## src/rtl/datapath_controller_mc.sv

```systemverilog
// rtl/datapath_controller_mc.sv - multicycle controller sequencing one instruction through EXEC/MEM/MDU/WB
// with stalls on memory wait-states and the MDU, and traps for illegal, misaligned and timed-out accesses.
module datapath_controller_mc #(
   parameter int RV_EXT_M       = 1,
   parameter int MEM_TIMEOUT    = 16,
   parameter int MISALIGN_CHECK = 1
) (
   input  logic        i_clock,
   input  logic        i_reset,
   input  logic [31:0] i_inst,
   input  logic        i_instValid,
   output logic        o_instReady,
   input  logic        i_isEqual,
   input  logic        i_isLessSigned,
   input  logic        i_isLessUnsigned,
   input  logic [1:0]  i_addrLow,
   input  logic        i_memReady,
   input  logic        i_mduDone,
   input  logic        i_trapAck,
   output logic        o_memRdEnable,
   output logic        o_memWrEnable,
   output logic [1:0]  o_memAccess,
   output logic        o_memUnsigned,
   output logic [3:0]  o_aluControl,
   output logic [2:0]  o_mduControl,
   output logic        o_mduStart,
   output logic [1:0]  o_operandASel,
   output logic [1:0]  o_operandBSel,
   output logic        o_regWrEnable,
   output logic [1:0]  o_regWrDataSel,
   output logic        o_pcUpdate,
   output logic [1:0]  o_pcNextSel,
   output logic        o_trap,
   output logic [1:0]  o_trapCause
);

   localparam logic [6:0] OPC_LUI    = 7'b0110111;
   localparam logic [6:0] OPC_AUIPC  = 7'b0010111;
   localparam logic [6:0] OPC_JAL    = 7'b1101111;
   localparam logic [6:0] OPC_JALR   = 7'b1100111;
   localparam logic [6:0] OPC_BRANCH = 7'b1100011;
   localparam logic [6:0] OPC_LOAD   = 7'b0000011;
   localparam logic [6:0] OPC_STORE  = 7'b0100011;
   localparam logic [6:0] OPC_OPIMM  = 7'b0010011;
   localparam logic [6:0] OPC_OP     = 7'b0110011;

   localparam logic [3:0] ALU_ADD = 4'b0000;
   localparam logic [1:0] CAUSE_ILLEGAL  = 2'd0;
   localparam logic [1:0] CAUSE_MISALIGN = 2'd1;
   localparam logic [1:0] CAUSE_TIMEOUT  = 2'd2;
   localparam int CW = (MEM_TIMEOUT > 0) ? $clog2(MEM_TIMEOUT + 1) : 1;

   typedef enum logic [2:0] {
      S_IDLE, S_EXEC, S_MEM, S_MDU, S_WB, S_TRAP
   } state_t;

   state_t          r_state, w_stateNext;
   logic [31:0]     r_inst;
   logic [CW-1:0]   r_count;
   logic [1:0]      r_trapCause, w_trapCauseNext;

   logic [6:0]      w_opcode;
   logic [2:0]      w_funct3;
   logic [6:0]      w_funct7;
   logic            w_illegal, w_isMdu, w_branchTaken, w_misaligned, w_timeout;
   logic [CW-1:0]   w_countInc;
   logic            w_unused;

   assign w_opcode   = r_inst[6:0];
   assign w_funct3   = r_inst[14:12];
   assign w_funct7   = r_inst[31:25];
   assign w_countInc = r_count + 1'b1;
   assign w_timeout  = (MEM_TIMEOUT > 0) && (w_countInc == CW'(MEM_TIMEOUT));
   assign w_unused   = ^{r_inst[24:15], r_inst[11:7]};

   assign w_misaligned = (MISALIGN_CHECK != 0) &&
                         (((w_funct3[1:0] == 2'b01) && i_addrLow[0]) ||
                          ((w_funct3[1:0] == 2'b10) && (i_addrLow != 2'b00)));

   always_comb begin
      w_illegal = 1'b0;
      w_isMdu   = 1'b0;
      case (w_opcode)
         OPC_LUI, OPC_AUIPC, OPC_JAL: w_illegal = 1'b0;
         OPC_JALR:   w_illegal = (w_funct3 != 3'b000);
         OPC_BRANCH: w_illegal = (w_funct3[2:1] == 2'b01);
         OPC_LOAD:   w_illegal = (w_funct3 == 3'b011) || (w_funct3[2:1] == 2'b11);
         OPC_STORE:  w_illegal = w_funct3[2] || (w_funct3[1:0] == 2'b11);
         OPC_OPIMM: begin
            if (w_funct3 == 3'b001)
               w_illegal = (w_funct7 != 7'b0000000);
            else if (w_funct3 == 3'b101)
               w_illegal = (w_funct7 != 7'b0000000) && (w_funct7 != 7'b0100000);
         end
         OPC_OP: begin
            if (w_funct7 == 7'b0000000)
               w_illegal = 1'b0;
            else if ((w_funct7 == 7'b0100000) && ((w_funct3 == 3'b000) || (w_funct3 == 3'b101)))
               w_illegal = 1'b0;
            else if ((w_funct7 == 7'b0000001) && (RV_EXT_M != 0))
               w_isMdu = 1'b1;
            else
               w_illegal = 1'b1;
         end
         default: w_illegal = 1'b1;
      endcase
   end

   // BGE/BGEU count equality as taken even when the less flag is set
   always_comb begin
      case (w_funct3)
         3'b000:  w_branchTaken = i_isEqual;
         3'b001:  w_branchTaken = !i_isEqual;
         3'b100:  w_branchTaken = i_isLessSigned;
         3'b101:  w_branchTaken = !i_isLessSigned || i_isEqual;
         3'b110:  w_branchTaken = i_isLessUnsigned;
         3'b111:  w_branchTaken = !i_isLessUnsigned || i_isEqual;
         default: w_branchTaken = 1'b0;
      endcase
   end

   always_ff @(posedge i_clock or posedge i_reset) begin
      if (i_reset) begin
         r_state     <= S_IDLE;
         r_inst      <= 32'd0;
         r_count     <= '0;
         r_trapCause <= CAUSE_ILLEGAL;
      end else begin
         r_state     <= w_stateNext;
         r_trapCause <= w_trapCauseNext;
         if (r_state == S_IDLE && i_instValid)
            r_inst <= i_inst;
         r_count <= (r_state == S_MEM && w_stateNext == S_MEM) ? w_countInc : '0;
      end
   end

   always_comb begin
      w_stateNext     = r_state;
      w_trapCauseNext = r_trapCause;
      o_instReady     = 1'b0;
      o_memRdEnable   = 1'b0;
      o_memWrEnable   = 1'b0;
      o_memAccess     = 2'b00;
      o_memUnsigned   = 1'b0;
      o_aluControl    = ALU_ADD;
      o_mduControl    = 3'b000;
      o_mduStart      = 1'b0;
      o_operandASel   = 2'b00;
      o_operandBSel   = 2'b00;
      o_regWrEnable   = 1'b0;
      o_regWrDataSel  = 2'b00;
      o_pcUpdate      = 1'b0;
      o_pcNextSel     = 2'b00;
      o_trap          = 1'b0;
      o_trapCause     = 2'b00;
      case (r_state)
         S_IDLE: begin
            o_instReady = 1'b1;
            if (i_instValid)
               w_stateNext = S_EXEC;
         end
         S_EXEC: begin
            w_stateNext = S_IDLE;
            if (w_illegal) begin
               w_stateNext     = S_TRAP;
               w_trapCauseNext = CAUSE_ILLEGAL;
            end else begin
               case (w_opcode)
                  OPC_LUI, OPC_AUIPC: begin
                     o_operandASel = (w_opcode == OPC_LUI) ? 2'b10 : 2'b01;
                     o_operandBSel = 2'b01;
                     o_regWrEnable = 1'b1;
                     o_pcUpdate    = 1'b1;
                  end
                  OPC_OP: begin
                     if (w_isMdu) begin
                        o_mduStart   = 1'b1;
                        o_mduControl = w_funct3;
                        w_stateNext  = S_MDU;
                     end else begin
                        o_aluControl  = {r_inst[30], w_funct3};
                        o_regWrEnable = 1'b1;
                        o_pcUpdate    = 1'b1;
                     end
                  end
                  OPC_OPIMM: begin
                     // only the shift-right immediate carries the arithmetic bit
                     o_aluControl  = {(w_funct3 == 3'b101) && r_inst[30], w_funct3};
                     o_operandBSel = 2'b01;
                     o_regWrEnable = 1'b1;
                     o_pcUpdate    = 1'b1;
                  end
                  OPC_JAL, OPC_JALR: begin
                     o_operandASel  = (w_opcode == OPC_JAL) ? 2'b01 : 2'b00;
                     o_operandBSel  = 2'b01;
                     o_regWrEnable  = 1'b1;
                     o_regWrDataSel = 2'b10;
                     o_pcUpdate     = 1'b1;
                     o_pcNextSel    = (w_opcode == OPC_JAL) ? 2'b01 : 2'b11;
                  end
                  OPC_BRANCH: begin
                     o_pcUpdate  = 1'b1;
                     o_pcNextSel = w_branchTaken ? 2'b01 : 2'b00;
                  end
                  OPC_LOAD, OPC_STORE: begin
                     o_operandBSel = 2'b01;
                     if (w_misaligned) begin
                        w_stateNext     = S_TRAP;
                        w_trapCauseNext = CAUSE_MISALIGN;
                     end else begin
                        w_stateNext = S_MEM;
                     end
                  end
                  default: begin
                     w_stateNext     = S_TRAP;
                     w_trapCauseNext = CAUSE_ILLEGAL;
                  end
               endcase
            end
         end
         S_MEM: begin
            o_operandBSel = 2'b01;
            o_memRdEnable = (w_opcode == OPC_LOAD);
            o_memWrEnable = (w_opcode == OPC_STORE);
            o_memAccess   = w_funct3[1:0];
            o_memUnsigned = w_funct3[2];
            if (i_memReady) begin
               if (w_opcode == OPC_LOAD) begin
                  w_stateNext = S_WB;
               end else begin
                  o_pcUpdate  = 1'b1;
                  w_stateNext = S_IDLE;
               end
            end else if (w_timeout) begin
               w_stateNext     = S_TRAP;
               w_trapCauseNext = CAUSE_TIMEOUT;
            end
         end
         S_MDU: begin
            o_mduControl = w_funct3;
            if (i_mduDone)
               w_stateNext = S_WB;
         end
         S_WB: begin
            o_regWrEnable  = 1'b1;
            o_regWrDataSel = (w_opcode == OPC_LOAD) ? 2'b01 : 2'b11;
            o_pcUpdate     = 1'b1;
            w_stateNext    = S_IDLE;
         end
         S_TRAP: begin
            o_trap      = 1'b1;
            o_trapCause = r_trapCause;
            if (i_trapAck)
               w_stateNext = S_IDLE;
         end
         default: w_stateNext = S_IDLE;
      endcase
   end

endmodule

```

## config.mk

```make
export PLATFORM = sky130hd
export DESIGN_NAME = datapath_controller_mc
export DESIGN_NICKNAME = d
export VERILOG_FILES = /design/src/rtl/datapath_controller_mc.sv
export SDC_FILE = /design/constraint.sdc
export NUM_CORES = 1
export LEC_CHECK = 0
export CAP_MARGIN = 5
export CORE_MARGIN = 5
export CORE_UTILIZATION = 47
export CTS_CLUSTER_SIZE = 40
export DETAILED_ROUTE_END_ITERATION = 8
export PLACE_DENSITY_LB_ADDON = 0.3
export SLEW_MARGIN = 10
export SYNTH_ARGS = -nofsm -noshare
export SYNTH_HDL_FRONTEND = slang
export SYNTH_SLANG_ARGS = --single-unit
export TNS_END_PERCENT = 30
```

## constraint.sdc

```tcl
create_clock -name i_clock -period 6.65 [get_ports i_clock]
set_input_delay 1.33 -clock i_clock [delete_from_list [all_inputs] [get_ports i_clock]]
set_output_delay 1.33 -clock i_clock [all_outputs]
set_load 0.02 [all_outputs]
```

Word-level counts from Yosys, hierarchy flattened
Index checks and enable logic that the tools add are counted.
Storage, ports and cells
  register bits: 42
  bits of input ports: 43
  output and inout port bits: 27
  logic and storage cells: 145
Cells by class
  add/subtract/negate cells: 1
  equal/unequal tests: 34
  mux-type cells: 74
  reduce and logical (&&, ||, !) cells: 32
Operator list (count)
  $mux 3: 11
  $mux 2: 16
  $eq 7x6->1 const B: 4
  $mux 1: 27
  $eq 7x7->1 const B: 3
  $pmux 2 s2: 5
  $eq 3x3->1 const B: 6
  $pmux 3 s5: 1
  $eq 7x5->1 const B: 2
  $reduce_or 7->1: 2
  $eq 3x2->1 const B: 4
  $mux 4: 3
  $pmux 3 s3: 1
  $pmux 1 s2: 4
  $pmux 4 s2: 1
  $eq 7x1->1 const B: 1
  $eq 7x2->1 const B: 1
  $logic_and 1x1->1: 7
  $logic_not 7->1: 1
  $ne 7x6->1 const B: 1
  $pmux 1 s7: 1
  $reduce_bool 7->1: 1
  $eq 2x2->1 const B: 3
  $eq 3x1->1 const B: 2
  other kinds (20): 33

Longest topological paths before layout
Gate-level depths: netlist (run 1).
  depth after elaboration: 13
  mapped depth: 9
  gate-level depth less buffers: 6

Least setup slack after synthesis (run 1)
No wires, ideal clock.
  path type: flip-flop to output port
  from: register r_inst[28]
  to: output port o_aluControl[3]
  data arrival time: 2.334 ns
  data required time: 5.320 ns
  path slack: 2.986 ns
  cell stages (with the launch flop): 7
  path buffers: 1
  cells stage by stage: dfrtp_1 or4_4 a211oi_2 o311ai_1 or4_1 buf_6 nor4b_2
Between the ends
  word-level cells in the longest chain between the ends: 9
  elaborated cells on any way between the ends: 21
  classes of those cells: eq/ne (3); mux (14); reduce/logical (4)
Ends and longest elaborated chain
  start: declaration: line 58  | logic [31:0] r_inst;
  start signal: assignment: line 132  | r_inst <= i_inst;
  $eq 7x1->1 / $eq 7x6->1 (equally long branches): line 100, 98
  $mux 1 / $logic_and 1x1->1 (equally long branches): line 100, 98
  $mux 1: line 98  | else if ((w_funct7 == 7'b0100000) && ((w_funct3 == 3'b000) || (w_funct3 == 3'b101)))
  $mux 1: line 96  | if (w_funct7 == 7'b0000000)
  $mux 1: line 83  | case (w_opcode)
  $mux 4: line 176  | if (w_isMdu) begin
  $pmux 4 s2: line 168  | case (w_opcode)
  $mux 4 *: line 164  | if (w_illegal) begin
  $mux 4 *: line 156  | case (r_state)
  end: declaration: line 24  | output logic [3:0] o_aluControl,
Mark *: on every way between the ends. The rest lies on a longest branch, timed or not.

Worst setup path after layout (run 1)
Ends and elaborated chain as after synthesis.

==> results.yml, run 1 <==
status:
  outcome: "complete, no violations"
cts:
  postCtsSetupRepairBufs: 0
  post_cts_resized: 0
  clk_path_buf_depth: 2
  numCtsBuffers: 3
  clock-root-buffer: "clkbuf_8"
  hold_buffers: 0
  cts.sinks: 27
  insertion_delay_ps: 270
  path_clk_slew_ps: 90
  htreeDepth: 1
  cts_tree: "yes"
logic_synthesis:
  async_flop_share_pct: 100
  yosys_warnings: 0
  yosys.area.top_type: "dfrtp_1"
  syn-num-nets: 243
  synthFlopType: "dfrtp_1"
  netlist_instances: 199
  ys_seq_area_share_pct: 37.7
  synth_edf_count: 0
  synth-seq-cells: 27
  synth_cell_types: 54
  syn_area_mm2: 0.00179
  avgSynthCellArea_um2: 9.02
  synth_top_area_share_pct: 37.7
  yosys-top-cells-area: "dfrtp_1 (38%), mux2_2 (9.4%), a21oi_1 (3.6%)"
sta:
  hold_viol: 0
  worst_pin_slew_ps: 992
  finalSetupTns_ps: 0
  finalCritPeriodShare_pct: 69.3
  slew_headroom_pct: 33.8
  max_clock_freq_ghz: 0.217
  min_period_ps: 4610
  clock_skew_ps: 2.20
  rsz0062_at_grt: "no"
  setup_violations: 0
  finalMaxSlewViolations: 0
pwr:
  powerDensity_mw_per_mm2: 314
  ir_drop_mv: 0.196
  leakage_nw: 0.914
final_layout:
  final_cell_mix: "clkdlybuf4s50_1 (53), dfrtp_1 (27), nor2_1 (16)"
  area_delta_synth_final_pct: 32.0
  fin_cells: 291
  nets: 288
  drive_gt1_share_pct: 11.9
  mostFrequentLayoutCell: "clkdlybuf4s50_1"
  antennaDiodeCount: 0
global_route:
  grt_pass1_vias: 1493
  grt_usage_pct: 16.6
  antenna_found_initial: 0
  grt_max_degree: 28
  grt_pass1_wl_mm: 6.86
  overflow: 0
drt:
  drt_wl_total_mm: 4.28
  vias: 1616
  drtIter0Drc: 29
  drt-wirelength-per-cell_um: 14.7
  drt_pre_antenna_iters: 4
  drcViolationCount: 0
  drtAntennaViolNets: 0
  viasPerCell: 5.55
hold_path:
  min_path_type: "flip-flop to flip-flop"
worst_setup_path:
  crit_path_max_incr_delay_ps: 700
  worst_setup_path_start_kind: "flip-flop"
  cp_num_buf_inv: 1
  worstSetupPathType: "flip-flop to output port"
  worstPathRequired_ps: 5320
  cp_top_family: "simple AND/OR/NAND/NOR gates"
  cp.arrival_ps: 3280
  endpoint_kind: "output port"
  critPathMaxFanout: 8
  cp_slowest_cell: "or4_1"
  crit_chain: "or4_4 -> a211oi_2 -> o311ai_1 -> or4_1 -> nor4b_2 -> clkdlybuf4s50_1"
placed_design:
  gp_congestion: 0.848
  port_buffers: 53
  post-dp-hpwl_mm: 3.28
  dp_cells: 287
job:
  drv_cap: 0
die:
  fp.dieW_um: 71.8
  core_area_mm2: 0.00369
  pin_count: 70
  dieArea_mm2: 0.00515
  die_h_um: 71.8
  start_util_pct: 48.6
  num_rows: 22
## layout make-up
cell class / count / area [µm²]
fillers: 350 / 1320
multi-input cells: 151 / 1030
flip-flops and latches: 27 / 676
repair buffers: 53 / 531
well taps: 48 / 60.1
clock buffers: 4 / 45.0
inverters: 8 / 30.0
## cell usage after synthesis (all sizes together), types with 3 or more instances
cell and instances:
nand2 14, nor3 10, inv 8, and2 10
nand2b 3, buf 3, o21ai 13, nand3 6
nor2 16, mux2 15, a21oi 13, nor2b 5
clkbuf 10, dfrtp 27
## per-stage QoR
| step | worst slack (ps) | total power [mW] | hold WS (ps) | utilization, % | cell area (µm²) |
|---|---|---|---|---|---|
| after floorplan | 2990 | 0.556 | 452 | - | 1790 |
| after global placement | 2270 | 0.645 | 470 | 63.0 | 2320 |
| after detailed placement | 2270 | 0.657 | 487 | 63.0 | 2320 |
| after CTS | 2000 | 0.751 | 505 | 64.2 | 2370 |
| after global routing | 1910 | 0.801 | 527 | 64.2 | 2370 |
| final | 2040 | 0.745 | 504 | 64.2 | 2370 |
## final timing paths
| kind | start | to | slack [ps] | cells after the start |
|---|---|---|---|---|
| min in group asynchronous | i_reset | r_inst[28] | 1590 | 2 |
| max in group asynchronous | i_reset | r_inst[12] | 4460 | 2 |
| setup reg to reg | r_inst[3] | r_trapCause[0] | 4250 | 6 |
| hold reg to reg | r_trapCause[1] | r_trapCause[1] | 500 | 1 |
| setup / recovery | r_inst[28] | o_aluControl[3] | 2040 | 6 |
| hold / removal | r_trapCause[1] | r_trapCause[1] | 500 | 1 |
## logic make-up after synthesis
family | after synthesis | share of synthesized area (%)
other | 1 | 0.209
AOI/OAI and AO/OA | 46 | 16.9
adders and majority gates | 1 | 0.697
muxes | 16 | 9.97
DFF | 27 | 37.7
buffers and inverters | 21 | 5.09
and+or+nand+nor | 84 | 28.0
xor gates and xnor gates | 3 | 1.46
## layer usage
metal / GRT usage (%) / vias to the layer above / part of all wire (%)
met4: 4.38 / 0 / 1.0
met2: 26.5 / 54 / 47
met3: 3.09 / 5 / 6.4
met1: 23.1 / 756 / 46
met5: 0 / - / 0
li1: - / 801 / -
## power by group
part | switching, mW | internal, mW
registers | 0.0979 | 0.223
clock network | 0.0473 | 0.0429
logic | 0.164 | 0.170
total | 0.309 | 0.436
## flip-flops by register name (all words and copies together) (netlist names)
name         cells
r_inst          17
r_trapCause      2
r_state          3
r_count          5
Power figures use the tool's default switching activity.
==> run 2, diff against run 1 <==
- CORE_UTILIZATION: 47 -> 40
- clock period: 6.65 -> 4.1 ns (I/O delays scaled with it)
==> run 2 against run 1 <==
Against the previous run:
- wire length is 4.4% higher
- largest power group unchanged
- non-clock buffer count is 1 higher
- critical path depth unchanged
- critical path type unchanged
- global-route usage down 1.7 points
==> results.yml, run 2 (synthesis results as in run 1) <==
status:
  outcome: "complete, no violations"
pwr:
  leakage_nw: 0.919
  clock_power_share_pct: 12.7
  power.switching_uw: 518
  p_int_uw: 712
  power_frac_comb_pct: 44.8
  ir_drop_mv: 0.320
  p_seq_share_pct: 42.5
  sw_frac_of_total_pct: 42.1
  powerDensity_mw_per_mm2: 514
die:
  start_util_pct: 41.2
  core_area_mm2: 0.00435
  num_rows: 24
  dieArea_mm2: 0.00593
  die_h_um: 77.0
  pin_count: 70
  fp.dieW_um: 77.0
worst_setup_path:
  cp_slowest_cell: "clkdlybuf4s50_1"
  critPathMaxFanout: 8
  worst_setup_path_start_kind: "flip-flop"
  crit_chain: "or4_4 -> a211oi_2 -> o311ai_1 -> or4_4 -> nor4b_2 -> clkdlybuf4s50_1"
  timing.rr.start: "r_inst[28]"
  r2r_slack_ps: 1700
  cp_num_buf_inv: 1
  rr_endpoint: "r_state[0]"
  cp.arrival_ps: 3140
  endpoint_kind: "output port"
  reg2regPathDepth: 6
  worstSetupPathType: "flip-flop to output port"
  cp_top_family: "simple AND/OR/NAND/NOR gates"
  worstPathRequired_ps: 3280
  cpMostUsedCell: "or4_4"
  crit_path_max_incr_delay_ps: 650
drt:
  viasPerCell: 5.51
  drt_wl_total_mm: 4.47
  drtAntennaViolNets: 0
  vias: 1631
  drt_pre_antenna_iters: 4
  met3WireLength_um: 235
  drtIter0Drc: 67
  drt-wirelength-per-cell_um: 15.1
  drcViolationCount: 0
  dr.max_layer_used: "met4"
  met1_length_mm: 2.14
  wl_met2_mm: 2.02
cts:
  hold_buffers: 0
  clk_path_buf_depth: 2
  insertion_delay_ps: 280
  postCtsSetupRepairBufs: 0
  path_clk_slew_ps: 100
  htreeDepth: 1
  cts.sinks: 27
  cts_tree: "yes"
  clock-root-buffer: "clkbuf_8"
  numCtsBuffers: 3
sta:
  hold_viol: 0
  min_period_ps: 3960
  finalCritPeriodShare_pct: 96.6
  finalMaxSlewViolations: 0
  max_clock_freq_ghz: 0.253
  clock_skew_ps: 8.30
  slew_headroom_pct: 29.6
  rsz0062_at_grt: "no"
  finalSetupTns_ps: 0
  setup_violations: 0
  worst_pin_slew_ps: 1050
final_layout:
  fin_util_pct: 55.0
  drive_gt1_share_pct: 13.5
  antennaDiodeCount: 0
  multi_input_area_mm2: 0.00104
  largest_reg_flops: 17
  area_delta_synth_final_pct: 33.5
  regArea_um2: 676
  fill_cells: 419
  final_cell_mix: "clkdlybuf4s50_1 (53), dfrtp_1 (27), nor2_1 (16)"
  nets: 289
  mostFrequentLayoutCell: "clkdlybuf4s50_1"
  reg_top3: "r_inst: 17 flops, r_count: 5 flops, r_state: 3 flops"
  top_register: "r_inst"
global_route:
  overflow: 0
  grt_pass1_vias: 1581
  antenna_found_initial: 0
  grt_usage_pct: 14.9
  grt_max_degree: 28
  grt_pass1_wl_mm: 7.48
hold_path:
  min_path_type: "flip-flop to flip-flop"
  hold_start: "r_trapCause[1]"
  whs_path_depth: 1
  hold_end: "r_trapCause[1]"
placed_design:
  gp_congestion: 0.851
  post-dp-hpwl_mm: 3.36
  port_buffers: 53
job:
  drv_cap: 0
run 2: cell type report:
class	count	area share [%]
multi-input cells	151	43.3
clock buffers	3	1.72
repair buffers	54	22.5
flip-flops and latches	27	28.2
clock inverters	1	0.313
inverters	8	1.25
well taps	52	2.72
run 2: worst register-to-register path: stages (launching register included):
cell,delay [ps]
dfrtp_1,390
or4_4,560
a211oi_2,240
o311ai_1,160
nor3_2,290
a31oi_1,130
or4b_1,490
run 2: what timing repair did:
action,CTS,global route
pin swaps,0,0
resized for setup,1,1
endpoints found under the setup margin,1,2
run 2: layer usage:
layer	GRT usage [%]	vias to the layer above
met5	0	-
met4	4.64	0
met3	2.69	6
met2	23.9	42
met1	20.3	771
li1	-	812
run 2: worst max-delay path by stage:
stage	endpoint	depth (start not counted)	start	slack, ps
6_report	o_aluControl[3]	6	r_inst[28]	140
5_1_grt	o_aluControl[3]	6	r_inst[28]	40
4_1_cts	o_aluControl[3]	6	r_inst[28]	120
3_5_place_dp	o_aluControl[3]	6	r_inst[28]	300
3_3_place_gp	o_aluControl[3]	6	r_inst[28]	340
2_1_floorplan	o_aluControl[3]	6	r_inst[28]	950
run 2: power groups by stage:
stage	logic, mW	clock network, mW	registers [mW]
after detailed placement	0.547	0	0.524
after global placement	0.542	0	0.518
after floorplan	0.473	0	0.429
after CTS	0.552	0.161	0.519
after global routing	0.609	0.168	0.542
final	0.551	0.157	0.523
run 2: through the flow:
| step | worst slack (ps) | hold WS (ps) | cell area, µm² | power, mW | std cells |
|---|---|---|---|---|---|
| final | 140 | 497 | 2390 | 1.23 | 296 |
| after global routing | 36.8 | 526 | 2390 | 1.32 | 296 |
| after CTS | 122 | 498 | 2390 | 1.23 | 296 |
| after detailed placement | 301 | 476 | 2340 | 1.07 | 292 |
| after global placement | 340 | 472 | 2340 | 1.06 | 292 |
| after floorplan | 946 | 452 | 1790 | 0.902 | 199 |
